$ cat src/rtl/mux_scan_pkg.sv
// Shared definitions for the scanning multiplexer: mode encodings, FSM states
// and the select-width helper.
package mux_scan_pkg;

    localparam logic MODE_MANUAL = 1'b0;
    localparam logic MODE_SCAN   = 1'b1;

    typedef enum logic {
        ST_MANUAL = 1'b0,
        ST_SCAN   = 1'b1
    } state_t;

    // Bits needed to index n items, never less than 1.
    function automatic int clog2(input int n);
        int r;
        r = 0;
        while ((1 << r) < n) r++;
        return (r < 1) ? 1 : r;
    endfunction

endpackage

$ cat src/rtl/mux_sel.sv
// Combinational CHANNELS:1 selector; returns zero and a cleared in_range flag
// when sel points past the last channel.
module mux_sel #(
    parameter int WIDTH    = 1,
    parameter int CHANNELS = 4,
    parameter int SEL_W    = 2
) (
    input  logic [SEL_W-1:0]          sel,
    input  logic [CHANNELS*WIDTH-1:0] d,
    output logic [WIDTH-1:0]          y,
    output logic                      in_range
);

    always_comb begin
        y = '0;
        for (int k = 0; k < CHANNELS; k++) begin
            if (sel == SEL_W'(k)) y = d[k*WIDTH +: WIDTH];
        end
    end

    assign in_range = ({1'b0, sel} < (SEL_W + 1)'(CHANNELS));

endmodule

$ cat src/rtl/mux_scan.sv
// N-channel registered multiplexer with manual select and a dwell-timed scan
// through all channels; every sample is tagged with its source channel.
//
// state     | meaning
// ----------+-----------------------------------------------------------
// ST_MANUAL | output follows external select a; idx/cnt parked at 0
// ST_SCAN   | output follows internal idx, advanced every dwell+1 samples
module mux_scan
    import mux_scan_pkg::*;
#(
    parameter int WIDTH    = 1,
    parameter int CHANNELS = 4,
    parameter int SEL_W    = 2,
    parameter int DWELL_W  = 8
) (
    input  logic                      clk,
    input  logic                      rst,
    input  logic                      mode,
    input  logic                      en,
    input  logic [SEL_W-1:0]          a,
    input  logic [CHANNELS*WIDTH-1:0] d,
    input  logic [DWELL_W-1:0]        dwell,
    output logic [WIDTH-1:0]          y,
    output logic [SEL_W-1:0]          ch,
    output logic                      valid,
    output logic                      wrap
);

    if (CHANNELS < 2 || SEL_W != clog2(CHANNELS)) begin : g_bad_param
        $error("mux_scan: SEL_W must equal clog2(CHANNELS) and CHANNELS >= 2");
    end

    localparam logic [SEL_W-1:0] LAST_IDX = SEL_W'(CHANNELS - 1);

    state_t             st, st_nxt;
    logic [SEL_W-1:0]   idx, idx_nxt, scan_idx, sel;
    logic [DWELL_W-1:0] cnt, cnt_nxt, scan_cnt;
    logic [WIDTH-1:0]   sel_y, y_nxt;
    logic [SEL_W-1:0]   ch_nxt;
    logic               sel_ok, dwell_done, at_last, valid_nxt, wrap_nxt;

    mux_sel #(
        .WIDTH    (WIDTH),
        .CHANNELS (CHANNELS),
        .SEL_W    (SEL_W)
    ) u_sel (
        .sel      (sel),
        .d        (d),
        .y        (sel_y),
        .in_range (sel_ok)
    );

    always_comb begin
        st_nxt    = (mode == MODE_SCAN) ? ST_SCAN : ST_MANUAL;
        // Entering scan from manual always starts at channel 0, count 0.
        scan_idx  = (st == ST_SCAN) ? idx : '0;
        scan_cnt  = (st == ST_SCAN) ? cnt : '0;
        sel       = (mode == MODE_SCAN) ? scan_idx : a;
        dwell_done = (scan_cnt >= dwell);
        at_last   = (scan_idx == LAST_IDX);

        idx_nxt   = idx;
        cnt_nxt   = cnt;
        y_nxt     = y;
        ch_nxt    = ch;
        valid_nxt = 1'b0;
        wrap_nxt  = 1'b0;

        if (mode == MODE_MANUAL) begin
            idx_nxt = '0;
            cnt_nxt = '0;
        end else if (en) begin
            if (dwell_done) begin
                cnt_nxt = '0;
                idx_nxt = at_last ? '0 : scan_idx + SEL_W'(1);
            end else begin
                cnt_nxt = scan_cnt + DWELL_W'(1);
                idx_nxt = scan_idx;
            end
        end

        if (en) begin
            y_nxt  = sel_y;
            ch_nxt = sel;
            if (mode == MODE_SCAN) begin
                valid_nxt = 1'b1;
                wrap_nxt  = dwell_done && at_last;
            end else begin
                valid_nxt = sel_ok;
            end
        end
    end

    always_ff @(posedge clk) begin
        if (rst) begin
            st    <= ST_MANUAL;
            idx   <= '0;
            cnt   <= '0;
            y     <= '0;
            ch    <= '0;
            valid <= 1'b0;
            wrap  <= 1'b0;
        end else begin
            st    <= st_nxt;
            idx   <= idx_nxt;
            cnt   <= cnt_nxt;
            y     <= y_nxt;
            ch    <= ch_nxt;
            valid <= valid_nxt;
            wrap  <= wrap_nxt;
        end
    end

endmodule
$ cat config.mk
export PLATFORM = sky130hd
export DESIGN_NAME = mux_scan
export DESIGN_NICKNAME = d
export VERILOG_FILES = /design/src/rtl/mux_scan_pkg.sv /design/src/rtl/mux_sel.sv /design/src/rtl/mux_scan.sv
export SDC_FILE = /design/constraint.sdc
export NUM_CORES = 1
export LEC_CHECK = 0
export ABC_AREA = 1
export BUFFER_PORTS_ARGS = -buffer_cell sky130_fd_sc_hd__buf_2
export CAP_MARGIN = 40
export CORE_UTILIZATION = 58
export DETAILED_ROUTE_END_ITERATION = 6
export HOLD_SLACK_MARGIN = 0.08
export PLACE_DENSITY = 0.83
export SETUP_SLACK_MARGIN = 0.2
export SLEW_MARGIN = 30
export SYNTH_ARGS = -nofsm -noshare
export SYNTH_HDL_FRONTEND = slang
export SYNTH_HIERARCHICAL = 1
export SYNTH_SLANG_ARGS = --single-unit
export TNS_END_PERCENT = 20
$ cat constraint.sdc
create_clock -name clk -period 3.2 [get_ports clk]
set_input_delay 0.48 -clock clk [delete_from_list [all_inputs] [get_ports clk]]
set_output_delay 0.48 -clock clk [all_outputs]
set_load 0.05 [all_outputs]
Yosys cells after proc, flatten, opt, wreduce, memory -nomap -nowiden. Cells that the tools add are included.

Flip-flop bits (word level): 16. Input port bits: 18. Output and inout bits: 5. Word-level logic and storage cells: 32.

$add $sub $neg: 2. $lt $le $gt $ge: 1. Equal/unequal tests: 4. Multiplexer cells: 12. Bitwise operators: 2. Reduce and logical (&&, ||, !) cells: 4.

Operator list (number): 8-bit two-way mux (2); 8-bit by 1-bit adder with 8-bit output (second input constant) (1); 8-bit greater-or-equal comparator (1); 2-bit two-way mux (4); 2-bit == test (second input constant) (3); 1-bit two-way mux (6); 3-bit OR reduction (1); 2-bit by 1-bit adder with 2-bit output (second input constant) (1); 2-bit by 1-bit == test with 1-bit output (second input constant) (1); 2-bit zero test (1); 1-bit NOT (2); 2-bit OR reduction (1); 1-bit logical AND (1).

Longest topological paths before layout.
Word-level depth: 7. Depth in mapped cells: 14. Depth with buffers taken out: 13.

Cells and area by module. The synthesis kept the hierarchy.

Modules (own cells, without submodules): mux_scan (instances 1, cells an instance 179, area an instance 1142.3 µm², sequential area each 320.3 µm²); mux_sel (instances 1, cells an instance 15, area an instance 62.6 µm², sequential area each 0.0 µm²).

Worst setup path after synthesis. No wires, ideal clock.

Path type: register to register. Start: register st. End: register idx[0]. Library setup time: 0.115 ns. Arrival: 1.566 ns. Data required time: 3.085 ns. Path slack: 1.519 ns. Stages on the path, launching flop included: 10. Path buffers: 1. Clock period less this slack: 1.681 ns. Cell sequence: dfxtp_1 > buf_6 > nand2_1 > inv_1 > ha_1 > a21o_1 > nor2_2 > nand2_1 > a21oi_1 > nor2_1.

Longest elaborated chain between the ends: 4. Elaborated cells between the ends (all ways): 7. Those cells by class: add/sub (1); order compare (1); eq/ne (1); mux (4).

RTL lines: start: declaration (line mux_scan.sv:35) `state_t st, st_nxt;`; start signal: assignment (line mux_scan.sv:104) `st <= st_nxt;`; branches (longest 3 deep; another with 8-bit greater-or-equal comparator); 2-bit two-way mux (*) (line mux_scan.sv:73) `if (dwell_done) begin`; end signal: assignment (line mux_scan.sv:105) `idx <= idx_nxt;`; end: declaration (line mux_scan.sv:36) `logic [SEL_W-1:0] idx, idx_nxt, scan_idx, sel;`.

Every way passes the cells marked *. A chain may end at the register's enable or synchronous reset.

Final worst setup path.
Start: register st. End: register idx[1].

Same word-level chain as after synthesis.

==> results.json <==
{
  "fin_area_um2": 1340,
  "ys_types": 25,
  "initial_core_util_pct": 61.4,
  "whs_ns": 0.439,
  "finalSetupViolations": 0,
  "synth.area.top_cells": "dfxtp_1, nand2_1, inv_1, ha_1, nor2_1",
  "cts_inserted_buffers": 3,
  "post_drt_wl_per_cell_um": 9.63,
  "path_buf_inv": 1,
  "cts_tree": "built",
  "cts_root_buf": "clkbuf_4",
  "dieArea_um2": 2260,
  "report.power.total_mw": 0.368,
  "max_stage_delay_ns": 0.66,
  "crit_path_end_kind": "flip-flop",
  "crit_fanout": 12,
  "synth_top_area_cell": "dfxtp_1",
  "numPortBuffers": 22,
  "vias_per_cell": 4.97,
  "cap_violations": 0,
  "insertion_delay_ns": 0.27,
  "ys_ff_latch": 16,
  "pwr-share-seq_pct": 56.6,
  "setup_total_negative_slack_ns": 0,
  "boundaryPins": 23,
  "clockBufferDepth": 2,
  "drc": 0,
  "synth.top_cell.area_share_pct": 26.6,
  "nNetsFinal": 245,
  "fillers": 197,
  "wl_met3_um": 106,
  "tightest_slew_ns": 0.534,
  "grt_pass1_wl_mm": 3.94,
  "drive_gt1_share_pct": 18.1,
  "post_cts_buffers": 0,
  "vias": 1202,
  "n_antenna_cell": 0,
  "antenna_found_initial": 0,
  "r2r_slack_ns": 1.07,
  "ant_nets": 0,
  "rsz0062_at_grt": "false",
  "cp.required_ns": 3.37,
  "rows": 16,
  "syn_to_final_growth_pct": 11.0,
  "syn_area_um2": 1200,
  "maxSlewViolCount": 0,
  "drt_iter0_markers": 29,
  "min_from": "rst",
  "clk_pin_slew_ns": 0.08,
  "cts_hold_buf": 0,
  "yosysWarnings": 6,
  "globalplace.congestion": 0.905,
  "wl_met2_mm": 1.20,
  "leakagePower_nw": 0.800,
  "crit_top_cell": "nand2_1",
  "firstDrtPassIters": 4,
  "whs_path_depth": 2,
  "power_frac_clock_pct": 26.5,
  "worst_r2r_endpoint": "idx[1]$_SDFFE_PP0P_",
  "clock_skew_ns": 0.00205,
  "r2r-start": "st$_SDFF_PP0_",
  "die_y_um": 47.6,
  "grt_pass1_vias": 986,
  "hpwl_mm": 1.99,
  "critical_path_class": "flip-flop to flip-flop",
  "clock-sinks": 16,
  "min_to": "y$_SDFFE_PP0P_",
  "coreArea_um2": 1960,
  "outcome": "finished, final reports clean",
  "post_dp_cell_area_um2": 1320,
  "crit_family": "simple AND/OR/NAND/NOR gates",
  "fin_util_pct": 68.2,
  "grtUsageTotal_pct": 24.3,
  "die_w_um": 47.6,
  "internal-power_mw": 0.268,
  "fin_crit_sh_pct": 66.6,
  "path_cells": "nand2_1 -> ha_1 -> inv_1 -> nand2_1 -> nand2_1 -> nand2_1 -> nand2_1 -> nand2_1 -> nand2_1 -> nand2_1 -> a21oi_1 -> nor2_1",
  "grt_max_degree": 21,
  "sw_frac_of_total_pct": 27.0,
  "final.min_clock_period_ns": 2.13,
  "fmax_mhz": 469,
  "max-vdd-ir-drop_v": 0.000229,
  "p_comb_share_pct": 16.8,
  "crit_arrival_ns": 2.30,
  "cts_resized": 0,
  "routed_wl_mm": 2.33,
  "top_layer_used": "met3",
  "htreeDepth": 1,
  "seq_area_frac_synth_pct": 26.6,
  "cp_slowest_cell": "dfxtp_1",
  "globalRouteOverflowTotal": 0,
  "max_slew_margin_pct": 64.4,
  "finalHoldViolCount": 0,
  "p_sw_mw": 0.0994,
  "syn_inst": 194,
  "syn-num-nets": 222,
  "min_path_type": "primary input to flip-flop",
  "reg2regPathDepth": 12,
  "met1_length_mm": 1.03,
  "syn_avg_cell_area_um2": 6.21,
  "critPathLaunchType": "flip-flop",
  "cellPowerDensity_nw_per_um2": 275
}
[worst max path at each step]
stage	start	end	depth (start not counted)
after detailed placement	st$_SDFF_PP0_	idx[1]$_SDFFE_PP0P_	12
after global routing	st$_SDFF_PP0_	idx[1]$_SDFFE_PP0P_	13
final	st$_SDFF_PP0_	idx[1]$_SDFFE_PP0P_	12
after global placement	st$_SDFF_PP0_	idx[1]$_SDFFE_PP0P_	12
after floorplan	st$_SDFF_PP0_	idx[0]$_SDFFE_PP0P_	9
after CTS	st$_SDFF_PP0_	idx[1]$_SDFFE_PP0P_	13
[power by group through the flow]
| stage | clock network [mW] | logic (mW) | registers, mW |
|---|---|---|---|
| 2_1_floorplan | 0 | 0.0358 | 0.221 |
| 3_3_place_gp | 0 | 0.0593 | 0.212 |
| 3_5_place_dp | 0 | 0.0624 | 0.213 |
| 4_1_cts | 0.102 | 0.0625 | 0.208 |
| 5_1_grt | 0.113 | 0.0699 | 0.209 |
| 6_report | 0.0976 | 0.0619 | 0.208 |
[synth_stat cells, drive strengths merged]
master and number:
dfxtp 16, buf 3, nor2 29, nand4 6, a21o 1, clkinv 1, nand3b 1, xor2 1
inv 39, o21ai 5, ha 10, conb 1, clkbuf 1, nor3 3, nand2 58, a21boi 2
a21oi 10, nand3 7
[through the flow]
| stage | setup WS [ns] | cells |
|---|---|---|
| global placement | 1.17 | 239 |
| CTS | 1.07 | 242 |
| finish | 1.07 | 242 |
| global route | 0.734 | 242 |
| detailed placement | 1.08 | 239 |
| floorplan | 1.52 | 194 |
[placed cells by master (no fill, tap or decap)]
cell      count
nand3b_1      1
dfxtp_1      16
nand2_2       2
o21ai_1       5
clkbuf_4      3
nor3_2        1
a21o_1        1
nand4_1       6
ha_1         10
nor2_2        3
a21boi_0      2
nand2_4       2
nor3_1        1
xor2_1        1
a21oi_1      10
nand2_1      54
inv_2         5
nor3_4        1
inv_1        34
buf_2        22
nor2_1       26
nand3_1       7
conb_1        1
clkinv_1      1
[per-layer routing]
metal	global-route usage (%)	vias to the layer above
li1	-	634
met3	3.77	0
met2	45.2	32
met1	28.7	536
met4	7.22	0
met5	0	-
[final cells by class]
cell class / instances / area (um^2) / share of cell area [%]
repair buffers: 22 / 110 / 8.23
multi-input cells: 134 / 701 / 52.4
clock buffers: 3 / 22.5 / 1.68
inverters: 40 / 150 / 11.2
well taps: 27 / 33.8 / 2.53
flip-flops and latches: 16 / 320 / 23.9
[cell families (layout without fill, tap and decap cells)]
| family | Yosys count | after routing | synth area share, % |
|---|---|---|---|
| and+or+nand+nor | 104 | 104 | 38.6 |
| other | 1 | 1 | 0.311 |
| AOI/OAI and AO/OA | 18 | 18 | 8.10 |
| buffers and inverters | 44 | 65 | 15.3 |
| DFF | 16 | 16 | 26.6 |
| xor gates and xnor gates | 1 | 1 | 0.727 |
| adders and majority gates | 10 | 10 | 10.4 |
[worst reg2reg max path: stages (launching register included)]
cell	delay, ns
dfxtp_1	0.66
nand2_1	0.19
ha_1	0.33
inv_1	0.06
nand2_1	0.04
nand2_1	0.05
nand2_1	0.05
nand2_1	0.05
nand2_1	0.05
nand2_1	0.16
nand2_1	0.16
a21oi_1	0.16
nor2_1	0.06
[state kept, by name (all words and copies together), names as in the netlist]
| register | cells |
|---|---|
| ch | 2 |
| st | 1 |
| valid | 1 |
| cnt | 8 |
| idx | 2 |
| y | 1 |
| wrap | 1 |
Power figures use the tool's default switching activity.
